`config.mk`:
```
export PLATFORM = sky130hd
export DESIGN_NAME = framebuffer_scanout
export DESIGN_NICKNAME = d
export VERILOG_FILES = /design/src/rtl/display_pkg.sv /design/src/rtl/video_timing.sv /design/src/rtl/framebuffer_scanout.sv
export SDC_FILE = /design/constraint.sdc
export NUM_CORES = 1
export LEC_CHECK = 0
export CORE_MARGIN = 5
export CORE_UTILIZATION = 50
export DETAILED_ROUTE_END_ITERATION = 8
export PLACE_DENSITY = 0.79
export SYNTH_ARGS = -nofsm -noshare
export SYNTH_HDL_FRONTEND = slang
export SYNTH_SLANG_ARGS = --single-unit
```
`constraint.sdc`:
```
create_clock -name clk -period 2.8 [get_ports clk]
set_input_delay 0.42 -clock clk [delete_from_list [all_inputs] [get_ports clk]]
set_output_delay 0.42 -clock clk [all_outputs]
set_load 0.02 [all_outputs]
```
`src/rtl/display_pkg.sv`:
```
// Shared display definitions: default VGA timing, colour and position types,
// and a small helper for sync window decoding.
package display_pkg;

    localparam int RESOLUTION_X_DEF = 400;
    localparam int RESOLUTION_Y_DEF = 300;

    localparam int H_VISIBLE_DEF = 800;
    localparam int H_FRONT_DEF   = 56;
    localparam int H_SYNC_DEF    = 120;
    localparam int H_BACK_DEF    = 64;

    localparam int V_VISIBLE_DEF = 600;
    localparam int V_FRONT_DEF   = 37;
    localparam int V_SYNC_DEF    = 6;
    localparam int V_BACK_DEF    = 23;

    typedef struct packed {
        logic [3:0] r;
        logic [3:0] g;
        logic [3:0] b;
    } rgb_t;

    // Framebuffer coordinate at the default geometry.
    typedef struct packed {
        logic [$clog2(RESOLUTION_X_DEF)-1:0] x;
        logic [$clog2(RESOLUTION_Y_DEF)-1:0] y;
    } pixel_pos_t;

    // Raster-side control bits that travel down the delay line with each pixel.
    typedef struct packed {
        logic active;
        logic hsync;
        logic vsync;
        logic frame_start;
        logic vblank;
    } scan_ctrl_t;

    // True when pos lies in [start, start+len).
    function automatic logic in_window(input int pos, input int start, input int len);
        return (pos >= start) && (pos < start + len);
    endfunction

endpackage

```
`src/rtl/video_timing.sv`:
```
// Raster counters plus the undelayed sync/active/frame-start decode.
module video_timing
    import display_pkg::*;
#(
    parameter int H_VISIBLE = H_VISIBLE_DEF,
    parameter int H_FRONT   = H_FRONT_DEF,
    parameter int H_SYNC    = H_SYNC_DEF,
    parameter int H_BACK    = H_BACK_DEF,
    parameter int V_VISIBLE = V_VISIBLE_DEF,
    parameter int V_FRONT   = V_FRONT_DEF,
    parameter int V_SYNC    = V_SYNC_DEF,
    parameter int V_BACK    = V_BACK_DEF,
    parameter bit SYNC_POL  = 1'b1,
    localparam int H_TOTAL  = H_VISIBLE + H_FRONT + H_SYNC + H_BACK,
    localparam int V_TOTAL  = V_VISIBLE + V_FRONT + V_SYNC + V_BACK,
    localparam int HW       = $clog2(H_TOTAL),
    localparam int VW       = $clog2(V_TOTAL)
) (
    input  logic          clk_i,
    input  logic          rst_ni,
    output logic [HW-1:0] h_cnt_o,
    output logic [VW-1:0] v_cnt_o,
    output logic          h_wrap_o,
    output logic          active0_o,
    output logic          hsync0_o,
    output logic          vsync0_o,
    output logic          vblank0_o,
    output logic          frame_start0_o
);

    logic [HW-1:0] h_cnt_q, h_cnt_d;
    logic [VW-1:0] v_cnt_q, v_cnt_d;
    logic          h_wrap;
    logic          v_wrap;

    assign h_wrap = (int'(h_cnt_q) == H_TOTAL - 1);
    assign v_wrap = (int'(v_cnt_q) == V_TOTAL - 1);

    // Next raster position: h wraps every line, v steps on each h wrap.
    always_comb begin
        h_cnt_d = h_cnt_q + HW'(1);
        v_cnt_d = v_cnt_q;
        if (h_wrap) begin
            h_cnt_d = '0;
            v_cnt_d = v_wrap ? '0 : v_cnt_q + VW'(1);
        end
    end

    // Raster position registers; reset parks the raster at (0,0).
    always_ff @(posedge clk_i or negedge rst_ni) begin
        if (!rst_ni) begin
            h_cnt_q <= '0;
            v_cnt_q <= '0;
        end else begin
            h_cnt_q <= h_cnt_d;
            v_cnt_q <= v_cnt_d;
        end
    end

    assign h_cnt_o        = h_cnt_q;
    assign v_cnt_o        = v_cnt_q;
    assign h_wrap_o       = h_wrap;
    assign active0_o      = (int'(h_cnt_q) < H_VISIBLE) && (int'(v_cnt_q) < V_VISIBLE);
    assign hsync0_o       = in_window(int'(h_cnt_q), H_VISIBLE + H_FRONT, H_SYNC) ? SYNC_POL : ~SYNC_POL;
    assign vsync0_o       = in_window(int'(v_cnt_q), V_VISIBLE + V_FRONT, V_SYNC) ? SYNC_POL : ~SYNC_POL;
    assign vblank0_o      = (int'(v_cnt_q) >= V_VISIBLE);
    assign frame_start0_o = (h_cnt_q == '0) && (v_cnt_q == '0);

endmodule

```
`src/rtl/framebuffer_scanout.sv`:
```
// Framebuffer scan-out: upscaled read addressing, framebuffer -> palette
// lookup, and a 3-stage control delay so colour and sync reach the pins together.
module framebuffer_scanout
    import display_pkg::*;
#(
    parameter int RESOLUTION_X   = RESOLUTION_X_DEF,
    parameter int RESOLUTION_Y   = RESOLUTION_Y_DEF,
    parameter int PALETTE_LENGTH = 256,
    parameter int COLOR_BITS     = 12,
    parameter int SCALE          = 2,
    parameter int H_VISIBLE      = H_VISIBLE_DEF,
    parameter int H_FRONT        = H_FRONT_DEF,
    parameter int H_SYNC         = H_SYNC_DEF,
    parameter int H_BACK         = H_BACK_DEF,
    parameter int V_VISIBLE      = V_VISIBLE_DEF,
    parameter int V_FRONT        = V_FRONT_DEF,
    parameter int V_SYNC         = V_SYNC_DEF,
    parameter int V_BACK         = V_BACK_DEF,
    parameter bit SYNC_POL       = 1'b1
) (
    input  logic                              clk,
    input  logic                              reset,
    output logic [$clog2(RESOLUTION_X)-1:0]   fb_rd_x,
    output logic [$clog2(RESOLUTION_Y)-1:0]   fb_rd_y,
    output logic                              fb_rd_en,
    input  logic [$clog2(PALETTE_LENGTH)-1:0] fb_rd_index,
    output logic [$clog2(PALETTE_LENGTH)-1:0] palette_rd_index,
    input  logic [COLOR_BITS-1:0]             palette_rd_color,
    output logic [3:0]                        vga_r,
    output logic [3:0]                        vga_g,
    output logic [3:0]                        vga_b,
    output logic                              vga_hsync,
    output logic                              vga_vsync,
    output logic                              frame_start,
    output logic                              vblank
);

    localparam int H_TOTAL = H_VISIBLE + H_FRONT + H_SYNC + H_BACK;
    localparam int V_TOTAL = V_VISIBLE + V_FRONT + V_SYNC + V_BACK;
    localparam int HW      = $clog2(H_TOTAL);
    localparam int VW      = $clog2(V_TOTAL);
    localparam int XW      = $clog2(RESOLUTION_X);
    localparam int YW      = $clog2(RESOLUTION_Y);
    localparam int SW      = (SCALE > 1) ? $clog2(SCALE) : 1;

    localparam scan_ctrl_t CTRL_IDLE = '{active: 1'b0, hsync: ~SYNC_POL, vsync: ~SYNC_POL,
                                         frame_start: 1'b0, vblank: 1'b0};

    logic [HW-1:0] h_cnt;
    logic [VW-1:0] v_cnt;
    logic          h_wrap;
    scan_ctrl_t    ctrl_p0;

    logic [SW-1:0] x_sub_q, x_sub_d;
    logic [SW-1:0] y_sub_q, y_sub_d;
    logic [XW-1:0] x_q, x_d;
    logic [YW-1:0] y_q, y_d;

    scan_ctrl_t    ctrl_p1_q, ctrl_p2_q, ctrl_p3_q;
    rgb_t          rgb_p3_q;

    video_timing #(
        .H_VISIBLE (H_VISIBLE),
        .H_FRONT   (H_FRONT),
        .H_SYNC    (H_SYNC),
        .H_BACK    (H_BACK),
        .V_VISIBLE (V_VISIBLE),
        .V_FRONT   (V_FRONT),
        .V_SYNC    (V_SYNC),
        .V_BACK    (V_BACK),
        .SYNC_POL  (SYNC_POL)
    ) u_timing (
        .clk_i          (clk),
        .rst_ni         (reset),
        .h_cnt_o        (h_cnt),
        .v_cnt_o        (v_cnt),
        .h_wrap_o       (h_wrap),
        .active0_o      (ctrl_p0.active),
        .hsync0_o       (ctrl_p0.hsync),
        .vsync0_o       (ctrl_p0.vsync),
        .vblank0_o      (ctrl_p0.vblank),
        .frame_start0_o (ctrl_p0.frame_start)
    );

    // Divider-free scaling: sub-counters step the framebuffer address once
    // every SCALE pixels/lines and hold it through blanking.
    always_comb begin
        x_sub_d = x_sub_q;
        x_d     = x_q;
        y_sub_d = y_sub_q;
        y_d     = y_q;
        if (h_wrap) begin
            x_sub_d = '0;
            x_d     = '0;
            if (int'(v_cnt) == V_TOTAL - 1) begin
                y_sub_d = '0;
                y_d     = '0;
            end else if (int'(v_cnt) < V_VISIBLE - 1) begin
                if (y_sub_q == SW'(SCALE - 1)) begin
                    y_sub_d = '0;
                    y_d     = y_q + YW'(1);
                end else begin
                    y_sub_d = y_sub_q + SW'(1);
                end
            end
        end else if (int'(h_cnt) < H_VISIBLE - 1) begin
            if (x_sub_q == SW'(SCALE - 1)) begin
                x_sub_d = '0;
                x_d     = x_q + XW'(1);
            end else begin
                x_sub_d = x_sub_q + SW'(1);
            end
        end
    end

    // Scaling counter registers, kept in lockstep with the raster counters.
    always_ff @(posedge clk or negedge reset) begin
        if (!reset) begin
            x_sub_q <= '0;
            x_q     <= '0;
            y_sub_q <= '0;
            y_q     <= '0;
        end else begin
            x_sub_q <= x_sub_d;
            x_q     <= x_d;
            y_sub_q <= y_sub_d;
            y_q     <= y_d;
        end
    end

    // Stage 0: address out. The strobe is gated by reset so nothing is read
    // while the raster is parked at (0,0).
    assign fb_rd_x  = x_q;
    assign fb_rd_y  = y_q;
    assign fb_rd_en = ctrl_p0.active & reset;

    // Stage 1: framebuffer data goes straight on to the palette address.
    assign palette_rd_index = fb_rd_index;

    // Control delay line matching the two RAM read latencies.
    always_ff @(posedge clk or negedge reset) begin
        if (!reset) begin
            ctrl_p1_q <= CTRL_IDLE;
            ctrl_p2_q <= CTRL_IDLE;
        end else begin
            ctrl_p1_q <= ctrl_p0;
            ctrl_p2_q <= ctrl_p1_q;
        end
    end

    // Stage 3: register colour onto the pins, blanked outside the visible area.
    always_ff @(posedge clk or negedge reset) begin
        if (!reset) begin
            ctrl_p3_q <= CTRL_IDLE;
            rgb_p3_q  <= '0;
        end else begin
            ctrl_p3_q <= ctrl_p2_q;
            rgb_p3_q  <= ctrl_p2_q.active ? rgb_t'(palette_rd_color[11:0]) : '0;
        end
    end

    assign vga_r       = rgb_p3_q.r;
    assign vga_g       = rgb_p3_q.g;
    assign vga_b       = rgb_p3_q.b;
    assign vga_hsync   = ctrl_p3_q.hsync;
    assign vga_vsync   = ctrl_p3_q.vsync;
    assign frame_start = ctrl_p3_q.frame_start;
    assign vblank      = ctrl_p3_q.vblank;

endmodule

```
==> results of run 1 <==
## cell usage after synthesis (2+ instances only)
| cell | n | area share |
|---|---|---|
| or4_1 | 4 | 0.0098 |
| nor3_1 | 5 | 0.0081 |
| and3_1 | 6 | 0.012 |
| a21oi_1 | 16 | 0.026 |
| ha_1 | 8 | 0.033 |
| inv_1 | 8 | 0.0098 |
| xor2_1 | 5 | 0.014 |
| o211ai_1 | 2 | 0.0049 |
| clkbuf_1 | 8 | 0.0098 |
| buf_4 | 8 | 0.020 |
| buf_2 | 2 | 0.0033 |
| nor3b_1 | 2 | 0.0049 |
| o21ai_0 | 17 | 0.028 |
| nor2_1 | 17 | 0.021 |
| nand2b_1 | 2 | 0.0041 |
| and2_1 | 17 | 0.035 |
| buf_6 | 2 | 0.0073 |
| a31oi_1 | 3 | 0.0061 |
| o31ai_1 | 7 | 0.017 |
| nand3_1 | 19 | 0.031 |
| and4_1 | 3 | 0.0085 |
| mux2i_1 | 5 | 0.016 |
| nand4_1 | 5 | 0.010 |
| a311oi_1 | 2 | 0.0057 |
| xnor2_1 | 7 | 0.020 |
| nand2_1 | 28 | 0.034 |
| dfrtp_1 | 67 | 0.54 |
## how the worst max path moves through the flow
stage,from,endpoint,slack [ns],cells past startpoint
final,u_timing.v_cnt_o[3],fb_rd_en,0.25,6
after global routing,u_timing.v_cnt_o[3],fb_rd_en,0.14,6
after CTS,u_timing.v_cnt_o[3],fb_rd_en,0.26,6
after detailed placement,u_timing.v_cnt_o[3],fb_rd_en,0.29,6
after global placement,u_timing.v_cnt_o[3],fb_rd_en,0.37,6
after floorplan,u_timing.h_cnt_o[5],fb_rd_x[5],0.83,7
## final cells by class
type / count / area [um2] / area share
Sequential cell: 67 / 1677 / 0.4458
Multi-Input combinational cell: 198 / 1254 / 0.3333
Timing Repair Buffer: 51 / 496.7 / 0.1321
Clock buffer: 10 / 137.6 / 0.03659
Tap cell: 75 / 93.84 / 0.02495
Clock inverter: 6 / 72.57 / 0.01929
Inverter: 8 / 30.03 / 0.007984
## power by group
part,switching (mW),internal (mW)
combinational,0.0390,0.0359
sequential,0.00240,0.976
clock,0.392,0.445
## state kept, by name (all words and copies together) (netlist names), 4 cells and up
signal / cells
vga_g: 4
fb_rd_y: 9
fb_rd_x: 9
u_timing.v_cnt_o: 10
vga_r: 4
ctrl_p2_q: 5
vga_b: 4
u_timing.h_cnt_o: 11
ctrl_p1_q: 5
## layer usage
metal | part of all wire | GRT usage
met5 | 0 | 0
met4 | 0.021 | 0.08104
met3 | 0.048 | 0.03166
met2 | 0.50 | 0.2950
met1 | 0.43 | 0.2354
## cell families after synthesis
group | count (synthesis)
and+or+nand+nor | 116
buffers and inverters | 28
xor gates and xnor gates | 12
adders and majority gates | 8
DFF | 67
muxes | 5
AOI/OAI and AO/OA | 57
## through the flow
step | setup WS [ns] | util | power, mW | std cells | cell area [um2]
3_3_place_gp | 0.3668 | 0.5954 | 1.072 | 399 | 3546
3_5_place_dp | 0.2861 | 0.5954 | 1.075 | 399 | 3546
2_1_floorplan | 0.8321 | - | 1.033 | 293 | 3077
4_1_cts | 0.2596 | 0.6315 | 1.907 | 415 | 3761
6_report | 0.2523 | 0.6315 | 1.889 | 415 | 3761
5_1_grt | 0.1352 | 0.6315 | 1.954 | 415 | 3761
==> impl_metrics.ini, run 1 <==
[floorplanning]
rows = 28
die_w_um = 88.45
ios = 65
initial_utilization = 0.5166
fp.dieArea_um2 = 7823
core_um2 = 5956
die_h_um = 88.45

[synth]
synth_edf_count = 0
synthesis.nets = 323
synth_compound_area_frac = 0.1192
synth_top_family_by_area = simple AND/OR/NAND/NOR gates
synth_xor_area_frac = 0.03416
async_flop_share = 1.000
yosysWarnings = 0
yosysSeqAreaShare = 0.5449
syn_area_um2 = 3077
synthCells = 293
synthMuxAreaShare = 0.01627
synth-main-ff-cell = dfrtp_1
ys_ff_latch = 67
avgSynthCellArea_um2 = 10.50
synth_cell_types = 45
synth_fa_ha_area_frac = 0.03253
synthSimpleGateAreaFrac = 0.2033

[worst_setup_path]
path_max_fanout = 7
slowest_delay_ns = 0.45
critPathMostFrequentCell = and2_1
r2r_cells = 6
worstSetupStartpointType = flip-flop
r2r-end = fb_rd_y[5]
worstSetupPathType = flip-flop to output port
crit_chain = and2_1 > o21ai_0 > a21oi_1 > a311oi_2 > and2_1 > dlygate4sd2_1
cp.required_ns = 2.38
cp_top_family = compound AO/OA/AOI/OAI gates
arrival_ns = 2.13
rr_startpoint = u_timing.h_cnt_o[0]
crit_path_top_delay_cell = dfrtp_1
critPathBufInv = 1
r2r_slack_ns = 0.77
end_kind = output port

[global_route]
track_usage = 0.1804
grt_max_degree = 68
gr-total-overflow = 0
grt_pass1_wl_um = 10960
antenna_found_initial = 0
grt_pass1_vias = 2294

[sta]
finalCriticalPeriod_ns = 2.548
setup_viol = 0
fin_skew_ns = 0.01391
max_freq_mhz = 392.5
drv_slew = 0
relSlewSlack = 0.4515
min_period_over_period = 0.9099
rsz0062_at_grt = false
hold_viol = 0
worst_pin_slew_ns = 0.8227
holdWs_ns = 0.2714
tns_ns = 0

[final_layout]
syn_to_final_growth_pct = 22.24
final_cell_mix = dfrtp_1, clkdlybuf4s50_1, nand2_1
final_common_cell = dfrtp_1
final_nets = 365
antenna_cells = 0
drive_above_1_share = 0.07941
fillers = 498

[power_and_ir_drop]
ir_drop_uv = 262.1
p_per_area_nw_per_um2 = 502.3
p_leak_nw = 1.617

[clock_network]
root_buffer = clkbuf_8
htree_levels = 3
cts.sinks = 67
cts.repair.resized = 2
cts_tree = yes
cts_buffer_depth = 2
cts_post_setup_buffers_inserted = 0
numCtsBuffers = 9
insertion_delay_ns = 0.34
clkTransAtPathRegs_ns = 0.07
cts-hold-fix-buffers = 0

[route]
ant_nets = 0
drtPass1Iterations = 7
drtIter0Drc = 228
vias_per_cell = 5.634
wirelength_um = 6417
drc = 0
wl_per_cell_um = 15.46
num_vias = 2338

[outcome]
status = completed

[run]
maxCapViolCount = 0

[worst_hold_path]
worst_hold_path_type = input pin to async pin

[place]
port_buffers = 48
dp_hpwl_um = 4355
gp_congestion = 0.9576
Note: power is estimated with default switching activity, not from simulation.
==> run 2: changes to the inputs <==
GPL_ROUTABILITY_DRIVEN = 0   (was not set)
TNS_END_PERCENT = 10   (was not set)
==> run 2 against run 1 <==
Against the previous run: first-iteration DRC count down 39%; critical path depth unchanged; sequential share of layout area about the same; clock power down 1%; die area unchanged; routed wire length down 2.1%; register-to-register slack better by 0.04 ns; cell area about the same; maximum frequency up 1.6%; count of clock-buffer cells in the layout down 1; worst setup slack better by 0.039 ns; combinational power down 1%; critical path type unchanged; critical endpoint unchanged; highest routed layer unchanged.
==> impl_metrics.ini, run 2 (synthesis results as in run 1) <==
[final_layout]
final_nets = 365
final_cell_mix = dfrtp_1, clkdlybuf4s50_1, nand2_1
largest_reg_flops = 11
drive_above_1_share = 0.07941
final_area_um2 = 3757
final_common_cell = dfrtp_1
antenna_cells = 0
syn_to_final_growth_pct = 22.12
utilization = 0.6309
fin_cells = 415

[clock_network]
root_buffer = clkbuf_8
cts.repair.resized = 2
insertion_delay_ns = 0.34
cts_post_setup_buffers_inserted = 0
cts_tree = yes
cts_buffer_depth = 2
cts.sinks = 67
numCtsBuffers = 9
clkTransAtPathRegs_ns = 0.08
cts-hold-fix-buffers = 0
htree_levels = 3

[sta]
relSlewSlack = 0.4631
fin_skew_ns = 0.01059
rsz0062_at_grt = false
max_freq_mhz = 398.7
setup_viol = 0
finalCriticalPeriod_ns = 2.508
tns_ns = 0
fin_ws_ns = 0.2917
drv_slew = 0
worst_pin_slew_ns = 0.8054
min_period_over_period = 0.8958
hold_viol = 0

[worst_setup_path]
cp.required_ns = 2.38
r2r_slack_ns = 0.81
rr_startpoint = u_timing.h_cnt_o[4]
crit_path_top_delay_cell = dfrtp_1
worstSetupStartpointType = flip-flop
r2r-end = fb_rd_y[5]
r2r_cells = 5
crit_chain = and2_1 > o21ai_0 > a21oi_1 > a311oi_2 > and2_1 > dlygate4sd2_1
worstSetupPathType = flip-flop to output port
arrival_ns = 2.09
slowest_delay_ns = 0.43
path_max_fanout = 7
end_kind = output port
critPathMostFrequentCell = and2_1

[place]
dp_hpwl_um = 4255
port_buffers = 48
placed_cell_area_um2 = 3546
dp_worst_setup_slack_ns = 0.2895
dp_cells = 399

[worst_hold_path]
worst_hold_path_type = input pin to async pin

[route]
wirelength_um = 6283
drc = 0
vias_per_cell = 5.595
drtIter0Drc = 140
ant_nets = 0
drtPass1Iterations = 4
num_vias = 2322
wl_per_cell_um = 15.14

[power_and_ir_drop]
p_per_area_nw_per_um2 = 500.6
p_leak_nw = 1.613
ir_drop_uv = 318.6

[global_route]
track_usage = 0.1766
grt_pass1_vias = 2322
grt_pass1_wl_um = 10730
gr-total-overflow = 0
antenna_found_initial = 0
grt_max_degree = 68

[floorplanning]
fp.dieArea_um2 = 7823
die_h_um = 88.45
initial_utilization = 0.5166
rows = 28
die_w_um = 88.45
core_um2 = 5956
ios = 65

[run]
maxCapViolCount = 0

[outcome]
status = completed
[run 2: cell count changes in the layout (fill, tap and decap cells not counted), sizes merged]
| cell | previous run | this run |
|---|---|---|
| clkinv | 2 | 0 |
| clkinvlp | 1 | 2 |
| clkbuf | 10 | 9 |
| inv | 10 | 12 |
[run 2: per-stage QoR]
| step | power (mW) | hold slack, ns |
|---|---|---|
| after floorplan | 1.033 | 0.1244 |
| after global placement | 1.072 | 0.3323 |
| after detailed placement | 1.074 | 0.3347 |
| after CTS | 1.903 | 0.3122 |
| after global routing | 1.963 | 0.3580 |
| final | 1.881 | 0.2734 |
[run 2: metal layers]
layer,vias up,track usage,routed length (um)
met4,0,0.08654,120
met1,1152,0.2232,2757
li1,1111,-,-
met3,14,0.02793,203
met2,45,0.2957,3202
met5,-,0,0
[run 2: where the power goes]
group          leakage (nW)  total (mW)  internal [mW]  switching (mW)
Combinational         0.645      0.0739         0.0358          0.0381
Sequential            0.869       0.978          0.975         0.00223
Clock                0.0988       0.829          0.426           0.403
[run 2: final cells by class]
| class | instances | area, um2 |
|---|---|---|
| fill | 507 | 2198 |
| sequential | 67 | 1677 |
| multi-input combinational | 198 | 1254 |
| timing repair buffer | 51 | 496.7 |
| clock buffer | 9 | 123.9 |
| tap | 75 | 93.84 |
| clock inverter | 7 | 82.58 |
| inverter | 8 | 30.03 |
[run 2: how the worst max path moves through the flow]
stage	cells past startpoint	start	end	slack, ns
finish	6	u_timing.v_cnt_o[3]	fb_rd_en	0.29
global placement	6	u_timing.v_cnt_o[3]	fb_rd_en	0.35
floorplan	7	u_timing.h_cnt_o[5]	fb_rd_x[5]	0.83
global route	6	u_timing.v_cnt_o[3]	fb_rd_en	0.11
detailed placement	6	u_timing.v_cnt_o[3]	fb_rd_en	0.29
CTS	6	u_timing.v_cnt_o[3]	fb_rd_en	0.26
[run 2: worst max-delay path, delay by kind of cell (launching register included)]
family | cells | cell delay, ns
buffers and inverters | 1 | 0.32
and+or+nand+nor | 2 | 0.40
DFF | 1 | 0.43
AOI/OAI and AO/OA | 3 | 0.60
==> run 3: changes to the inputs <==
CORE_ASPECT_RATIO = 1.25   (was not set)
CORE_MARGIN = 2   (was 5)
SLEW_MARGIN = 10   (was not set)
==> run 3 against run 2 <==
Against the previous run: count of clock-buffer cells in the layout up 1; first-iteration DRC count up 13%; register-to-register slack worse by 0.17 ns; routed wire length down 0.83%; maximum frequency down 2.2%; clock skew down 0.0010 ns; cell count up 1.7%; power up 0.92%; sequential share of layout area down 0.12 points; die area down 13%; cell area up 0.27%; largest power group unchanged.
==> impl_metrics.ini, run 3 (synthesis results as in run 1) <==
[global_route]
grt_pass1_vias = 2319
gr-total-overflow = 0
track_usage = 0.2032
grt_max_degree = 68
grt_pass1_wl_um = 10490
antenna_found_initial = 0

[sta]
fin_skew_ns = 0.009572
max_freq_mhz = 389.9
tns_ns = 0
hold_viol = 0
worst_pin_slew_ns = 0.8197
drv_slew = 0
min_period_over_period = 0.9161
rsz0062_at_grt = false
fin_ws_ns = 0.2350
relSlewSlack = 0.4536
setup_viol = 0
finalCriticalPeriod_ns = 2.565

[final_layout]
syn_to_final_growth_pct = 22.45
drive_above_1_share = 0.07647
largest_reg_flops = 11
final_common_cell = dfrtp_1
antenna_cells = 0
final_cell_mix = dfrtp_1, clkdlybuf4s50_1, nand2_1
final_nets = 365

[route]
drtPass1Iterations = 4
wl_met3_um = 221
highest_layer = met4
drtIter0Drc = 158
ant_nets = 0
wl_met1_um = 2628
num_vias = 2317
route.met2.wl_um = 3099
vias_per_cell = 5.491
wl_per_cell_um = 14.77
wirelength_um = 6231
drc = 0

[worst_setup_path]
worstSetupStartpointType = flip-flop
cp_top_family = compound AO/OA/AOI/OAI gates
end_kind = output port
slowest_delay_ns = 0.45
cp.required_ns = 2.38
crit_path_top_delay_cell = dfrtp_1
worstSetupPathType = flip-flop to output port
arrival_ns = 2.14
critPathBufInv = 1
critPathMostFrequentCell = and2_1
path_max_fanout = 7
crit_chain = and2_1 > o21ai_0 > a21oi_1 > a311oi_2 > and2_1 > dlygate4sd2_1

[place]
dp_worst_setup_slack_ns = 0.2868
port_buffers = 48
dp_hpwl_um = 4353

[clock_network]
cts_buffer_depth = 2
htree_levels = 3
cts_post_setup_buffers_inserted = 0
cts.sinks = 67
clkTransAtPathRegs_ns = 0.08
numCtsBuffers = 9
root_buffer = clkbuf_8
insertion_delay_ns = 0.34
cts_tree = yes

[run]
maxCapViolCount = 0

[power_and_ir_drop]
p_leak_nw = 1.624
p_per_area_nw_per_um2 = 503.9
ir_drop_uv = 305.8

[floorplanning]
initial_utilization = 0.5253
core_um2 = 5857
fp.dieArea_um2 = 6801
die_h_um = 91.71
die_w_um = 74.16
rows = 31
ios = 65

[outcome]
status = completed

[worst_hold_path]
worst_hold_path_type = input pin to async pin
-- run 3: cell count changes in the layout (fill, tap and decap cells not counted) --
cell	before	now
clkbuf_1	0	1
clkinvlp_4	2	0
inv_6	3	0
bufinv_16	1	2
inv_8	1	0
clkinv_2	0	4
-- run 3: final cells by class --
class,count,area [um2]
fill,470,2090
tap,82,102.6
multi-input combinational,198,1254
inverter,8,30.03
clock buffer,10,127.6
clock inverter,6,80.08
sequential,67,1677
timing repair buffer,51,496.7
-- run 3: timing repair --
item | in CTS | in global routing
setup endpoints to repair | 1 | 0
hold buffers | 0 | 0
gates resized for setup | 2 | 0
-- run 3: worst paths after layout --
path / start / end / slack (ns) / depth (start not counted)
worst max register to register: u_timing.h_cnt_o[4] / u_timing.v_cnt_o[5] / 0.64 / 6
worst min register to register: ctrl_p1_q[1] / ctrl_p2_q[1] / 0.34 / 0
max in group asynchronous: reset / u_timing.h_cnt_o[9] / 1.95 / 2
min in group clk: ctrl_p1_q[1] / ctrl_p2_q[1] / 0.34 / 0
worst min-delay path: reset / vga_b[2] / 0.30 / 2
worst max-delay path: u_timing.v_cnt_o[3] / fb_rd_en / 0.24 / 6
-- run 3: per-layer routing --
layer,track usage,vias to the layer above
met5,0,-
met4,0.1530,0
met3,0.04396,23
met2,0.3185,75
met1,0.2370,1109
li1,-,1110
-- run 3: through the flow --
| stage | instance area [um2] | utilization | std cells | power (mW) | hold WS (ns) |
|---|---|---|---|---|---|
| 6_report | 3767 | 0.6432 | 422 | 1.898 | 0.2998 |
| 5_1_grt | 3767 | 0.6432 | 422 | 1.961 | 0.3567 |
| 4_1_cts | 3767 | 0.6432 | 422 | 1.915 | 0.3384 |
| 3_5_place_dp | 3555 | 0.6069 | 406 | 1.073 | 0.3364 |
| 3_3_place_gp | 3555 | 0.6069 | 406 | 1.072 | 0.3324 |
| 2_1_floorplan | 3077 | - | 293 | 1.033 | 0.1244 |
-- run 3: power breakdown --
group / leakage, nW / switching, mW / internal, mW
Clock: 0.110 / 0.351 / 0.495
Sequential: 0.869 / 0.00200 / 0.976
Combinational: 0.645 / 0.0379 / 0.0358
Total: 1.62 / 0.391 / 1.51
